[src/rtl/pipe_skid_buffer_128.sv]
// Two-entry valid/ready skid buffer in front of a WIDTH-bit stage register.
// in_ready, out_valid and out_data are all registered; flush squashes held entries and counts them.
module pipe_skid_buffer_128 #(
  parameter int unsigned WIDTH = 128,
  parameter int unsigned CNT_W = 8
) (
  input  logic             clk,
  input  logic             areset_n,
  input  logic             in_valid,
  output logic             in_ready,
  input  logic [WIDTH-1:0] in_data,
  output logic             out_valid,
  input  logic             out_ready,
  output logic [WIDTH-1:0] out_data,
  input  logic             flush,
  output logic [1:0]       occupancy,
  output logic [CNT_W-1:0] drop_cnt
);

  typedef enum logic [1:0] {
    EMPTY = 2'd0,
    ONE   = 2'd1,
    TWO   = 2'd2
  } state_t;

  state_t             state_q, state_d;
  logic [WIDTH-1:0]   main_q, main_d;
  logic [WIDTH-1:0]   skid_q, skid_d;
  logic               out_valid_q, out_valid_d;
  logic               in_ready_q, in_ready_d;
  logic [CNT_W-1:0]   drop_cnt_q, drop_cnt_d;
  logic [CNT_W:0]     drop_sum;
  logic               in_xfer;
  logic               out_xfer;

  assign in_xfer  = in_valid & in_ready_q;
  assign out_xfer = out_valid_q & out_ready;

  always_comb begin
    state_d    = state_q;
    main_d     = main_q;
    skid_d     = skid_q;
    drop_cnt_d = drop_cnt_q;
    drop_sum   = {1'b0, drop_cnt_q} + (CNT_W+1)'(state_q) + (CNT_W+1)'(in_xfer);

    if (flush) begin
      // Flush outranks every transfer; data regs keep stale contents, out_valid masks them.
      state_d = EMPTY;
      if (drop_sum[CNT_W]) drop_cnt_d = '1;
      else                 drop_cnt_d = drop_sum[CNT_W-1:0];
    end else begin
      unique case (state_q)
        EMPTY: begin
          if (in_xfer) begin
            main_d  = in_data;
            state_d = ONE;
          end
        end
        ONE: begin
          if (in_xfer && out_xfer) begin
            main_d = in_data;
          end else if (in_xfer) begin
            skid_d  = in_data;
            state_d = TWO;
          end else if (out_xfer) begin
            state_d = EMPTY;
          end
        end
        TWO: begin
          if (out_xfer) begin
            main_d  = skid_q;
            state_d = ONE;
          end
        end
        default: state_d = EMPTY;
      endcase
    end

    out_valid_d = (state_d != EMPTY);
    in_ready_d  = (state_d != TWO);
  end

  always_ff @(posedge clk or negedge areset_n) begin
    if (!areset_n) begin
      state_q     <= EMPTY;
      main_q      <= '0;
      skid_q      <= '0;
      out_valid_q <= 1'b0;
      in_ready_q  <= 1'b0;
      drop_cnt_q  <= '0;
    end else begin
      state_q     <= state_d;
      main_q      <= main_d;
      skid_q      <= skid_d;
      out_valid_q <= out_valid_d;
      in_ready_q  <= in_ready_d;
      drop_cnt_q  <= drop_cnt_d;
    end
  end

  assign in_ready  = in_ready_q;
  assign out_valid = out_valid_q;
  assign out_data  = main_q;
  assign occupancy = state_q;
  assign drop_cnt  = drop_cnt_q;

endmodule
[config.mk]
export PLATFORM = sky130hd
export DESIGN_NAME = pipe_skid_buffer_128
export DESIGN_NICKNAME = d
export VERILOG_FILES = /design/src/rtl/pipe_skid_buffer_128.sv
export SDC_FILE = /design/constraint.sdc
export NUM_CORES = 1
export LEC_CHECK = 0
export ABC_AREA = 1
export BUFFER_PORTS_ARGS = -buffer_cell sky130_fd_sc_hd__clkbuf_2
export CORE_MARGIN = 5
export CORE_UTILIZATION = 60
export CTS_BUF_LIST = sky130_fd_sc_hd__clkbuf_4 sky130_fd_sc_hd__clkbuf_8
export DETAILED_ROUTE_END_ITERATION = 6
export PLACE_DENSITY_LB_ADDON = 0.3
export SKIP_LAST_GASP = 1
export SYNTH_ARGS = -nofsm -noshare
export SYNTH_HDL_FRONTEND = slang
export SYNTH_SLANG_ARGS = --single-unit
[constraint.sdc]
create_clock -name clk -period 5.1 [get_ports clk]
set_input_delay 0.255 -clock clk [delete_from_list [all_inputs] [get_ports clk]]
set_output_delay 0.255 -clock clk [all_outputs]
set_load 0.05 [all_outputs]
== Word level (Yosys, flattened, before mapping) ==
Cells that the tools add are included.

* $add $sub $neg: 2
* Bitwise operators: 4
* Equal/unequal tests: 6
* Mux-type cells: 12
* Reduce and logical (&&, ||, !) cells: 6

{| class="wikitable"
|+ Operator list
! kind !! number
|-
| $mux W128 || 3
|-
| $pmux W128 S3 || 1
|-
| $mux W2 || 6
|-
| $add A8 B2 Y9 || 1
|-
| $add A9 B1 Y9 || 1
|-
| $mux W8 || 1
|-
| $ne A2 B2 Y1 const B || 4
|-
| $pmux W2 S3 || 1
|-
| $reduce_and A5 Y1 || 1
|-
| $reduce_and A4 Y1 || 1
|-
| $reduce_bool A3 Y1 || 1
|-
| $and A1 B1 Y1 || 2
|-
| $eq A2 B1 Y1 const B || 1
|-
| $eq A2 B2 Y1 const B || 1
|-
| $logic_not A2 Y1 || 1
|-
| $not A1 Y1 || 2
|-
| $reduce_bool A2 Y1 || 1
|-
| $logic_and A1 B1 Y1 || 1
|}

* Output and inout port bits: 140
* Bits in registers: 268

== Longest topological paths before layout ==
Gate-level depths: netlist of run 1.

* Depth in word-level cells: 7
* Gate-level depth with buffers: 10

== Least setup slack after synthesis of run 1 ==
Ideal clock, no wire load.

* Path type: register -> register
* From: register state_q[0] (netlist: occupancy[0])
* To: register drop_cnt_q[5] (netlist: drop_cnt[5])
* Path slack: 2.870 ns
* Arrival: 2.160 ns
* Data required time: 5.029 ns
* Clock period less this slack: 2.230 ns
* Stages on the path, launching flop included: 11
* Library setup time: 0.071 ns
* Cell sequence: dfrtp_1 ha_1 nand3_1 nand2_1 inv_1 fa_1 nor2_1 nand2_1 nor2_1 nand3_1 nand3_1

* Longest elaborated chain between the ends: 3

{| class="wikitable"
|+ Ends and longest elaborated chain
! element !! RTL line !! source
|-
| from (decl) || 26 || <nowiki>state_t state_q, state_d;</nowiki>
|-
| from (signal assigned) || 92 || <nowiki>state_q <= state_d;</nowiki>
|-
| $add A8 B2 Y9 || 44 || <nowiki>drop_sum = {1'b0, drop_cnt_q} + (CNT_W+1)'(state_q) + (CNT_W+1)'(in_xfer);</nowiki>
|-
| $add A9 B1 Y9 || 44 ||
|-
| $mux W8 || 49 || <nowiki>if (drop_sum[CNT_W]) drop_cnt_d = '1;</nowiki>
|-
| to (signal assigned) || 97 || <nowiki>drop_cnt_q <= drop_cnt_d;</nowiki>
|-
| to (decl) || 31 || <nowiki>logic [CNT_W-1:0] drop_cnt_q, drop_cnt_d;</nowiki>
|}

No other way between the ends.
A chain may end at the register's enable or synchronous reset.

== Worst setup path in the final report of run 1 ==
* From: register state_q[0] (netlist: occupancy[0])
* To: register main_q[11] (netlist: out_data[11])

* Longest elaborated chain between the ends: 3

{| class="wikitable"
|+ Ends and longest elaborated chain
! element !! RTL line !! source
|-
| $eq A2 B1 Y1 (tied with other cells) || 52 || <nowiki>unique case (state_q)</nowiki>
|-
| $ne A2 B2 Y1 (no line) or $reduce_bool A3 Y1 (tied branches) || - ||
|-
| $reduce_and A5 Y1 (no line) || - ||
|-
| to (signal assigned) || 93 || <nowiki>main_q <= main_d;</nowiki>
|-
| to (decl) || 27 || <nowiki>logic [WIDTH-1:0] main_q, main_d;</nowiki>
|}

Parallel ways exist; a longest one is shown, timed or not.

==> results of run 1 <==
## cell usage after synthesis
library cell / n
dfrtp_1: 268
nand2_1: 248
nor2_1: 173
a21oi_1: 165
inv_1: 141
o21ai_0: 134
o21a_1: 94
buf_2: 46
clkbuf_1: 30
nand3_1: 11
buf_1: 6
buf_4: 3
ha_1: 2
nand4_1: 2
nor3_1: 2
fa_1: 1
inv_2: 1
nor2_2: 1
o211ai_1: 1
xnor2_1: 1
xor2_1: 1
## logic make-up after synthesis
group / Yosys count / synth area share, %
buf+inv: 227 / 7.96
xor+xnor: 2 / 0.152
compound gates: 394 / 19.1
flops: 268 / 58.0
simple gates: 437 / 14.4
fa+ha+maj: 3 / 0.389
## per-stage QoR
step | cell area (um2) | worst slack (ns) | total power (W)
after floorplan | 11600 | 2.87 | 0.00693
after global placement | 13000 | 2.95 | 0.00789
after detailed placement | 13000 | 2.82 | 0.00804
after CTS | 15100 | 2.76 | 0.0101
after global routing | 15100 | 2.47 | 0.0108
final | 15100 | 2.60 | 0.0102
## power by group
part | internal, W | switching (W) | total, W
Combinational | 0.00109 | 0.00331 | 0.00441
Sequential | 0.00316 | 0.000618 | 0.00378
Clock | 0.00114 | 0.000841 | 0.00198
Total | 0.00540 | 0.00477 | 0.0102
## per-layer routing
metal	wire [um]	track usage, %	vias to the layer above
li1	-	-	4975
met3	2050	6.14	106
met1	12000	34.3	4978
met5	0	0	-
met2	15300	47.0	407
met4	1230	12.0	0
## sequential cells by signal, indices dropped and copies added (netlist names)
register	cells
drop_cnt	8
in_ready	1
occupancy	2
out_data	128
out_valid	1
skid_q	128
## timing repair
action | CTS | global route
hold endpoints to repair | 229 | 0
hold buffers | 115 | 0
setup buffers | 0 | 0
## area by class of cell
cell class | count | share of cell area [%]
Clock buffer | 75 | 6.12
Antenna cell | 1 | 0.0165
Timing Repair Buffer | 395 | 17.4
Clock inverter | 6 | 0.232
Inverter | 142 | 3.52
Tap cell | 260 | 2.15
Multi-Input combinational cell | 836 | 26.2
Sequential cell | 268 | 44.3
## worst min-delay path: cells and delay by family
family	cells	cell delay, ns
AOI/OAI and AO/OA	1	0.09
buffers and inverters	2	0.15
## path summary, 6_finish.rpt
kind                               from             to  slack [ns]  cells past startpoint
min                         in_data[73]     skid_q[73]        0.03                      3
max                        occupancy[0]   out_data[11]        2.60                      6
min in group asynchronous      areset_n    out_data[5]        0.40                      2
min reg2reg                  skid_q[74]     skid_q[74]        0.48                      2
max in group asynchronous      areset_n  out_data[109]        3.43                      3
max reg2reg                occupancy[0]   out_data[11]        2.60                      6
==> reports/metrics.cfg, run 1 <==
[status]
status=finished, final reports clean

[route]
viasPerCell=5.28
drt_iter0_drc=782
routed_wirelength_mm=30.6
wire_per_inst_um=15.4
firstDrtPassIters=5
ant_nets=0
vias=10500
drc=0

[cts]
cts_sinks=268
clk_pin_slew_ns=0.06
ctsResizeCount=0
clock_latency_ns=0.53
cts_max_path_buffers=3
root_buffer=clkbuf_8
cts_tree=yes
cts-buffers-inserted=44
h-tree-depth=2

[worst_setup_path]
path_buf_inv=1
slowest_stage=nor2_4
arrival_ns=2.95
path_common_cell=a21oi_1
slowest_delay_ns=0.63
critPathTopFamily=simple AND/OR/NAND/NOR gates
crit_required_ns=5.55
worst-setup-path-type=register to register
crit_chain=a21oi_1 > nand3_1 > nor2_4 > buf_12 > nor2_1 > a21oi_1
startpoint_type=register
cp_max_fo=120
end_kind=register

[grt]
grt_remaining_overflow=0
grt_pass1_vias=10600
grt_pass1_wl_mm=50.7
grt_start_max_net_pins=258
gr-usage-all-layers_pct=27.7
antenna_found_initial=1

[timing]
hold_viol=0
max_freq_ghz=0.400
rsz0062_at_grt=false
whs_ns=0.0310
slew_headroom_pct=27.2
setup_viol=0
fin_crit_sh_pct=49.0
final_max_slew_viol_count=0
tns_ns=0
worst_pin_slew_ns=1.09
period_minus_slack_ns=2.50
skew_ns=0.0204

[job]
maxCapViolCount=0

[power]
leakage_nw=7.45
powerDensity_nw_per_um2=672
max-vdd-ir-drop_mv=0.659

[logic_synthesis]
synth_area_leaders=dfrtp_1, nand2_1, a21oi_1
syn_area_um2=11600
syn_nets=1467
synth-seq-cells=268
synthesis.instances=1331
synth_cell_type_count=21
ys.warnings.count=0
synth_area_per_cell_um2=8.69
seq_area_frac_synth_pct=58.0
synth_top_cell_by_area=dfrtp_1
synth.top_cell.area_share_pct=58.0

[finish]
finish.utilization_pct=80.3
nFillCells=1136
final_cells=1983
ff_latch_area_um2=6710
multiInputGateArea_um2=3960
final_cell_mix=clkbuf_2, dfrtp_1, nand2_1
final_common_cell=clkbuf_2
nets=1823
area_growth_pct=30.8
layout-drive-gt1-share_pct=21.2

[die]
die_x_um=149
std_cell_rows=50
ioPinCount=273
dieArea_um2=22100
core_um2=18800
die_h_um=149
start_util_pct=61.4

[placement]
hpwlAfterDp_mm=17.2
port_buffers=272
numPlacedInstances=1786
place.gp.congestion=0.867

[min_path]
worstHoldPathType=input port to register

No activity file was read; power rests on OpenSTA's default activity.
==> run 2: changes to the inputs <==
- ABC_AREA: 1 -> 0
- CORE_UTILIZATION: 60 -> 50
- clock period: 5.1 -> 2.1 ns (I/O delays scaled with it)
==> reports/metrics.cfg, run 2 <==
[logic_synthesis]
synth-adder-area-share_pct=0.405  ; +0.015 points
synth_top_family_by_area=simple AND/OR/NAND/NOR gates
synth_cell_type_count=28  ; +33%
synth_top_cell_by_area=dfrtp_1
synth_edf_count=0  ; unchanged
synth_area_per_cell_um2=10.7  ; +23%
synth.top_cell.area_share_pct=60.3  ; +2.3 points
ys_async_sr_fraction_pct=100  ; unchanged
synthMuxAreaShare_pct=13.0  ; +13 points
ys.warnings.count=0  ; unchanged
yosys_most_used_dff=dfrtp_1
synthTopCellsByCount=dfrtp_1, nand2_1, nor2_1
synthesis.instances=1039  ; -22%
synth_area_leaders=dfrtp_1, mux2_2, nand2_1
yosys.area_share.simple_pct=14.3  ; -0.059 points
syn_area_um2=11100  ; -3.8%
syn_nets=1175  ; -20%
synth-seq-cells=268  ; unchanged
synth_compound_area_share_pct=8.47  ; -11 points
synth-xor-area-share_pct=0.0787  ; -0.073 points
synthMostInstantiatedCell=dfrtp_1
seq_area_frac_synth_pct=60.3  ; +2.3 points

[placement]
numPlacedInstances=1544  ; -14%
port_buffers=272  ; unchanged
place.gp.congestion=0.821  ; -5.3%
hpwlAfterDp_mm=17.6  ; +2.1%

[worst_setup_path]
arrival_ns=2.54  ; -0.41 ns
crit_chain=ha_4 > and3_4 > nor2_1 > fa_2 > and3b_2 > nand3_1 > and4_1 > a21oi_2
cp_max_fo=5  ; -96%
path_buf_inv=0  ; -1
r2r_setup_slack_ns=0.01  ; -2.59 ns
critPathTopFamily=simple AND/OR/NAND/NOR gates
crit_required_ns=2.55  ; -3.00 ns
end_kind=register
slowest_delay_ns=0.42  ; -0.21 ns
worst-setup-path-type=register to register
startpoint_type=register
slowest_stage=dfrtp_2

[timing]
period_minus_slack_ns=2.09  ; -0.414 ns
skew_ns=0.00963  ; -0.0108 ns
final_max_slew_viol_count=0  ; unchanged
rsz0062_at_grt=true
slew_headroom_pct=57.8  ; +31 points
fin_crit_sh_pct=99.4  ; +50 points
setup_viol=0  ; unchanged
worst_pin_slew_ns=0.633  ; -0.459 ns
tns_ns=0  ; unchanged
hold_viol=0  ; unchanged
max_freq_ghz=0.479  ; +20%

[cts]
cts_tree=yes
h-tree-depth=2  ; unchanged
clk_pin_slew_ns=0.06  ; about the same
clock_latency_ns=0.52  ; about the same
cts_max_path_buffers=3  ; unchanged
cts_sinks=268  ; unchanged
cts-buffers-inserted=44  ; unchanged
root_buffer=clkbuf_8

[grt]
grt_pass1_wl_mm=48.7  ; -4.0%
antenna_found_initial=2  ; +1
gr-usage-all-layers_pct=22.8  ; -4.9 points
grt_pass1_vias=9782  ; -8.1%
grt_remaining_overflow=0  ; unchanged
grt_start_max_net_pins=131  ; -49%

[power]
leakage_nw=7.15  ; -4.0%
p_comb_share_pct=36.2  ; -7.1 points
power.switching_w=0.00821  ; +72%
powerDensity_nw_per_um2=1360  ; +100%
internal-power_w=0.0125  ; +130%
sw_frac_of_total_pct=39.6  ; -7.3 points
max-vdd-ir-drop_mv=1.35  ; +100%
power.share.clock_pct=22.8  ; +3.3 points
seqPwrFrac_pct=40.9  ; +3.7 points

[route]
drt_iter0_drc=442  ; -43%
vias=9266  ; -11%
wire_per_inst_um=16.6  ; +7.7%
drc=0  ; unchanged
ant_nets=0  ; unchanged
firstDrtPassIters=5  ; unchanged
routed_wirelength_mm=29.2  ; -4.5%
viasPerCell=5.27  ; about the same

[die]
die_h_um=159  ; +6.9%
ioPinCount=273  ; unchanged
std_cell_rows=54  ; +8.0%
core_um2=21900  ; +16%
die_x_um=159  ; +6.9%
dieArea_um2=25300  ; +14%
start_util_pct=50.8  ; -11 points

[finish]
final_cell_mix=clkbuf_2, dfrtp_1, nand2_1
area_growth_pct=36.7
nFillCells=1603  ; +41%
final_common_cell=clkbuf_2
nets=1581  ; -13%
final_cells=1757  ; -11%
layout-drive-gt1-share_pct=35.1  ; +14 points

[job]
maxCapViolCount=0  ; unchanged

[status]
status=finished, final reports clean

[min_path]
worstHoldPathType=input port to async pin

run 2: cell types whose count changed after synthesis, sizes merged, moves of 3 or more:
cell,before,now
nand3,11,4
nor2,174,132
nand2,248,262
inv,142,5
o21ai,134,6
o21a,94,1
buf,55,45
mux2,0,128
and4,0,3
a21oi,165,11
a31oi,0,129
run 2: metrics by stage:
step	hold slack [ns]	setup WS [ns]	instance area, um2	util [%]	power [W]
floorplan	-0.191	-0.0925	11100	-	0.0137
global placement	0.0810	0.0514	12900	58.9	0.0155
detailed placement	0.0880	0.00974	12900	58.9	0.0158
CTS	0.0662	0.00908	15100	69.2	0.0207
global route	0.126	-0.0509	15200	69.4	0.0219
finish	0.114	0.0129	15200	69.4	0.0207
run 2: cell families after synthesis:
logic type | Yosys count
flops | 268
xor+xnor | 1
buf+inv | 78
fa+ha+maj | 3
mux | 128
compound gates | 150
simple gates | 411
run 2: worst reg2reg max path, stage by stage, from the launching register on:
cell and delay (ns):
dfrtp_2 0.42, ha_4 0.27, and3_4 0.18, nor2_1 0.05
fa_2 0.37, and3b_2 0.30, nand3_1 0.08, and4_1 0.22
a21oi_2 0.12
run 2: power groups by stage:
stage          Combinational (W)  Sequential (W)  Clock (W)
2_1_floorplan            0.00245          0.0113          0
3_3_place_gp             0.00709         0.00840          0
3_5_place_dp             0.00725         0.00852          0
4_1_cts                  0.00745         0.00844    0.00485
5_1_grt                  0.00803         0.00871    0.00511
6_report                 0.00751         0.00848    0.00473
run 2: path summary, 6_finish.rpt:
| check | start | endpoint | cells past startpoint |
|---|---|---|---|
| setup / recovery | drop_cnt[0] | drop_cnt[5] | 8 |
| hold / removal | areset_n | skid_q[76] | 2 |
| setup reg to reg | drop_cnt[0] | drop_cnt[5] | 8 |
| hold reg to reg | skid_q[44] | skid_q[44] | 1 |
| max in group asynchronous | areset_n | out_data[14] | 3 |
| min in group clk | in_valid | drop_cnt[0] | 5 |
run 2: timing repair:
| item | 4_1_cts | 5_1_grt |
|---|---|---|
| hold buffers | 131 | 0 |
| setup endpoints to repair | 0 | 7 |
| hold endpoints to repair | 528 | 0 |
| setup buffers | 0 | 4 |
| gates resized for setup | 0 | 4 |
run 2: layout make-up:
cell class	instances	area, um2	share of cell area, %
tap	280	350	2.31
inverter	5	18.8	0.123
sequential	268	6710	44.1
timing repair buffer	433	3100	20.4
clock buffer	72	916	6.03
multi-input combinational	693	4080	26.9
clock inverter	4	20.0	0.132
antenna	2	5.00	0.0329
run 2: layer usage:
metal | vias to the layer above | GRT usage [%] | wire length [um]
met5 | - | 0 | 0
met4 | 0 | 10.7 | 1350
met3 | 107 | 5.28 | 1790
met2 | 318 | 39.3 | 14800
met1 | 4486 | 27.1 | 11300
li1 | 4355 | - | -
==> run 3: changes to the inputs <==
- CORE_UTILIZATION: 50 -> 40
==> reports/metrics.cfg, run 3 (same netlist as run 2, synthesis figures left out) <==
[status]
status=finished, final reports clean

[cts]
cts_tree=yes
cts_max_path_buffers=3  ; unchanged
clk_pin_slew_ns=0.06  ; about the same
cts-buffers-inserted=47  ; +6.8%
cts_sinks=268  ; unchanged
h-tree-depth=2  ; unchanged
clock_latency_ns=0.53  ; about the same
root_buffer=clkbuf_8

[route]
vias=9113  ; -1.7%
routed_wirelength_mm=29.4  ; +0.56%
firstDrtPassIters=5  ; unchanged
wire_per_inst_um=15.9  ; -4.4%
drc=0  ; unchanged
viasPerCell=4.93  ; -6.5%
ant_nets=0  ; unchanged
drt_iter0_drc=532  ; +20%

[timing]
tns_ns=0  ; unchanged
setup_viol=0  ; unchanged
fin_crit_sh_pct=99.1  ; -0.27 points
hold_viol=0  ; unchanged
max_freq_ghz=0.480  ; +0.27%
setup_ws_ns=0.0186  ; +0.00563 ns
final_max_slew_viol_count=0  ; unchanged
slew_headroom_pct=42.6  ; -15 points
rsz0062_at_grt=true
skew_ns=0.0191  ; +0.00942 ns
period_minus_slack_ns=2.08  ; -0.00563 ns
worst_pin_slew_ns=0.861  ; +0.229 ns

[die]
die_x_um=177  ; +11%
std_cell_rows=61  ; +13%
dieArea_um2=31200  ; +23%
die_h_um=177  ; +11%
core_um2=27600  ; +26%
ioPinCount=273  ; unchanged
start_util_pct=40.3  ; -11 points

[worst_setup_path]
crit_required_ns=2.52  ; -0.03 ns
worst-setup-path-type=register to register
r2r_setup_slack_ns=0.02  ; about the same
cp_max_fo=5  ; unchanged
startpoint_type=register
arrival_ns=2.50  ; -0.04 ns
end_kind=register
r2r_start=drop_cnt[0]
r2r_end=drop_cnt[6]
r2r_cells=8  ; unchanged

[min_path]
worstHoldPathType=input port to register
min_from=in_valid
holdPathEnd=drop_cnt[0]
hold_depth=5

[grt]
grt_start_max_net_pins=131  ; unchanged
grt_pass1_vias=9495  ; -2.9%
grt_remaining_overflow=0  ; unchanged
antenna_found_initial=0  ; -2
met3_usage_pct=4.08  ; -1.2 points
gr-usage-all-layers_pct=18.8  ; -4.0 points
top_usage_layer=met2
use_met1_pct=23.7  ; -3.4 points
grt_pass1_wl_mm=48.3  ; -0.81%
use_met2_pct=32.0  ; -7.3 points

[finish]
layout-drive-gt1-share_pct=34.9  ; -0.27 points
nets=1579  ; -0.13%
area_growth_pct=37.4
nFillCells=2371  ; +48%
final_common_cell=clkbuf_2
final_cell_mix=clkbuf_2, dfrtp_1, nand2_1
finish.utilization_pct=55.3  ; -14 points
stdcell_area_um2=15300  ; +0.54%

[power]
power.switching_w=0.00816  ; -0.57%
power.share.clock_pct=22.7  ; about the same
internal-power_w=0.0125  ; -0.45%
p_comb_share_pct=36.2  ; about the same
powerDensity_nw_per_um2=1350  ; -1.0%
seqPwrFrac_pct=41.1  ; +0.2 points
max-vdd-ir-drop_mv=1.16  ; -13%
sw_frac_of_total_pct=39.6  ; about the same
report.power.total_w=0.0206  ; -0.50%
leakage_nw=7.12  ; -0.45%

[job]
maxCapViolCount=0  ; unchanged

[placement]
placed_area_um2=13000  ; +0.87%
hpwlAfterDp_mm=18.1  ; +2.8%
port_buffers=272  ; unchanged
place.gp.congestion=0.829  ; +1.0%
post-place-ws_ns=-0.0131  ; -0.0228 ns

-- run 3: changes by cell type in the layout (fill, tap and decap cells not counted), moves of 2 or more --
cell        previous run  this run
clkinv_2               4         2
buf_4                 15         9
clkinvlp_4             0         2
clkbuf_8              60        58
-- run 3: routing by layer --
| metal | wire [um] | vias up |
|---|---|---|
| li1 | - | 4350 |
| met1 | 12300 | 4458 |
| met5 | 0 | - |
| met2 | 14600 | 240 |
| met4 | 833 | 0 |
| met3 | 1620 | 65 |
-- run 3: power groups by stage --
stage               sequential (W)  clock [W]  combinational [W]
CTS                        0.00845    0.00486            0.00749
floorplan                   0.0113          0            0.00245
finish                     0.00847    0.00469            0.00746
detailed placement         0.00853          0            0.00729
global placement           0.00841          0            0.00716
global route               0.00874    0.00512            0.00800
-- run 3: what timing repair did --
item,in CTS,in global routing
pin swaps,0,3
hold buffers,131,0
setup endpoints to repair,1,3
endpoints found under the hold margin,529,0
buffers inserted,0,2
resized for setup,1,3
-- run 3: layout make-up --
class                      count  area (um2)  share of cell area, %
timing repair buffer         428        3070                   20.1
tap                          378         473                   3.10
clock buffer                  71         896                   5.86
antenna                        2        5.00                 0.0328
clock inverter                 4        25.0                  0.164
multi-input combinational    693        4080                   26.7
sequential                   268        6710                   43.9
inverter                       5        18.8                  0.123
-- run 3: worst max-delay path by stage --
stage,startpoint,end,cells after the start
after detailed placement,drop_cnt[0],drop_cnt[5],8
after floorplan,occupancy[0],drop_cnt[5],9
after global placement,drop_cnt[0],drop_cnt[5],8
after global routing,drop_cnt[0],drop_cnt[6],8
final,drop_cnt[0],drop_cnt[6],8
after CTS,drop_cnt[0],drop_cnt[5],8
-- run 3: metrics by stage --
stage,cells,hold slack (ns)
final,1849,0.100
after detailed placement,1639,0.0891
after CTS,1845,0.0508
after floorplan,1039,-0.191
after global routing,1847,0.130
after global placement,1639,0.0891
-- run 3: critical path: stages (launching register included) --
cell and delay, ns:
dfrtp_2 0.43, ha_4 0.27, and3_4 0.17, nor2_1 0.05
fa_2 0.36, and3b_2 0.29, nand4_1 0.17, nor3_2 0.17
a21oi_1 0.06
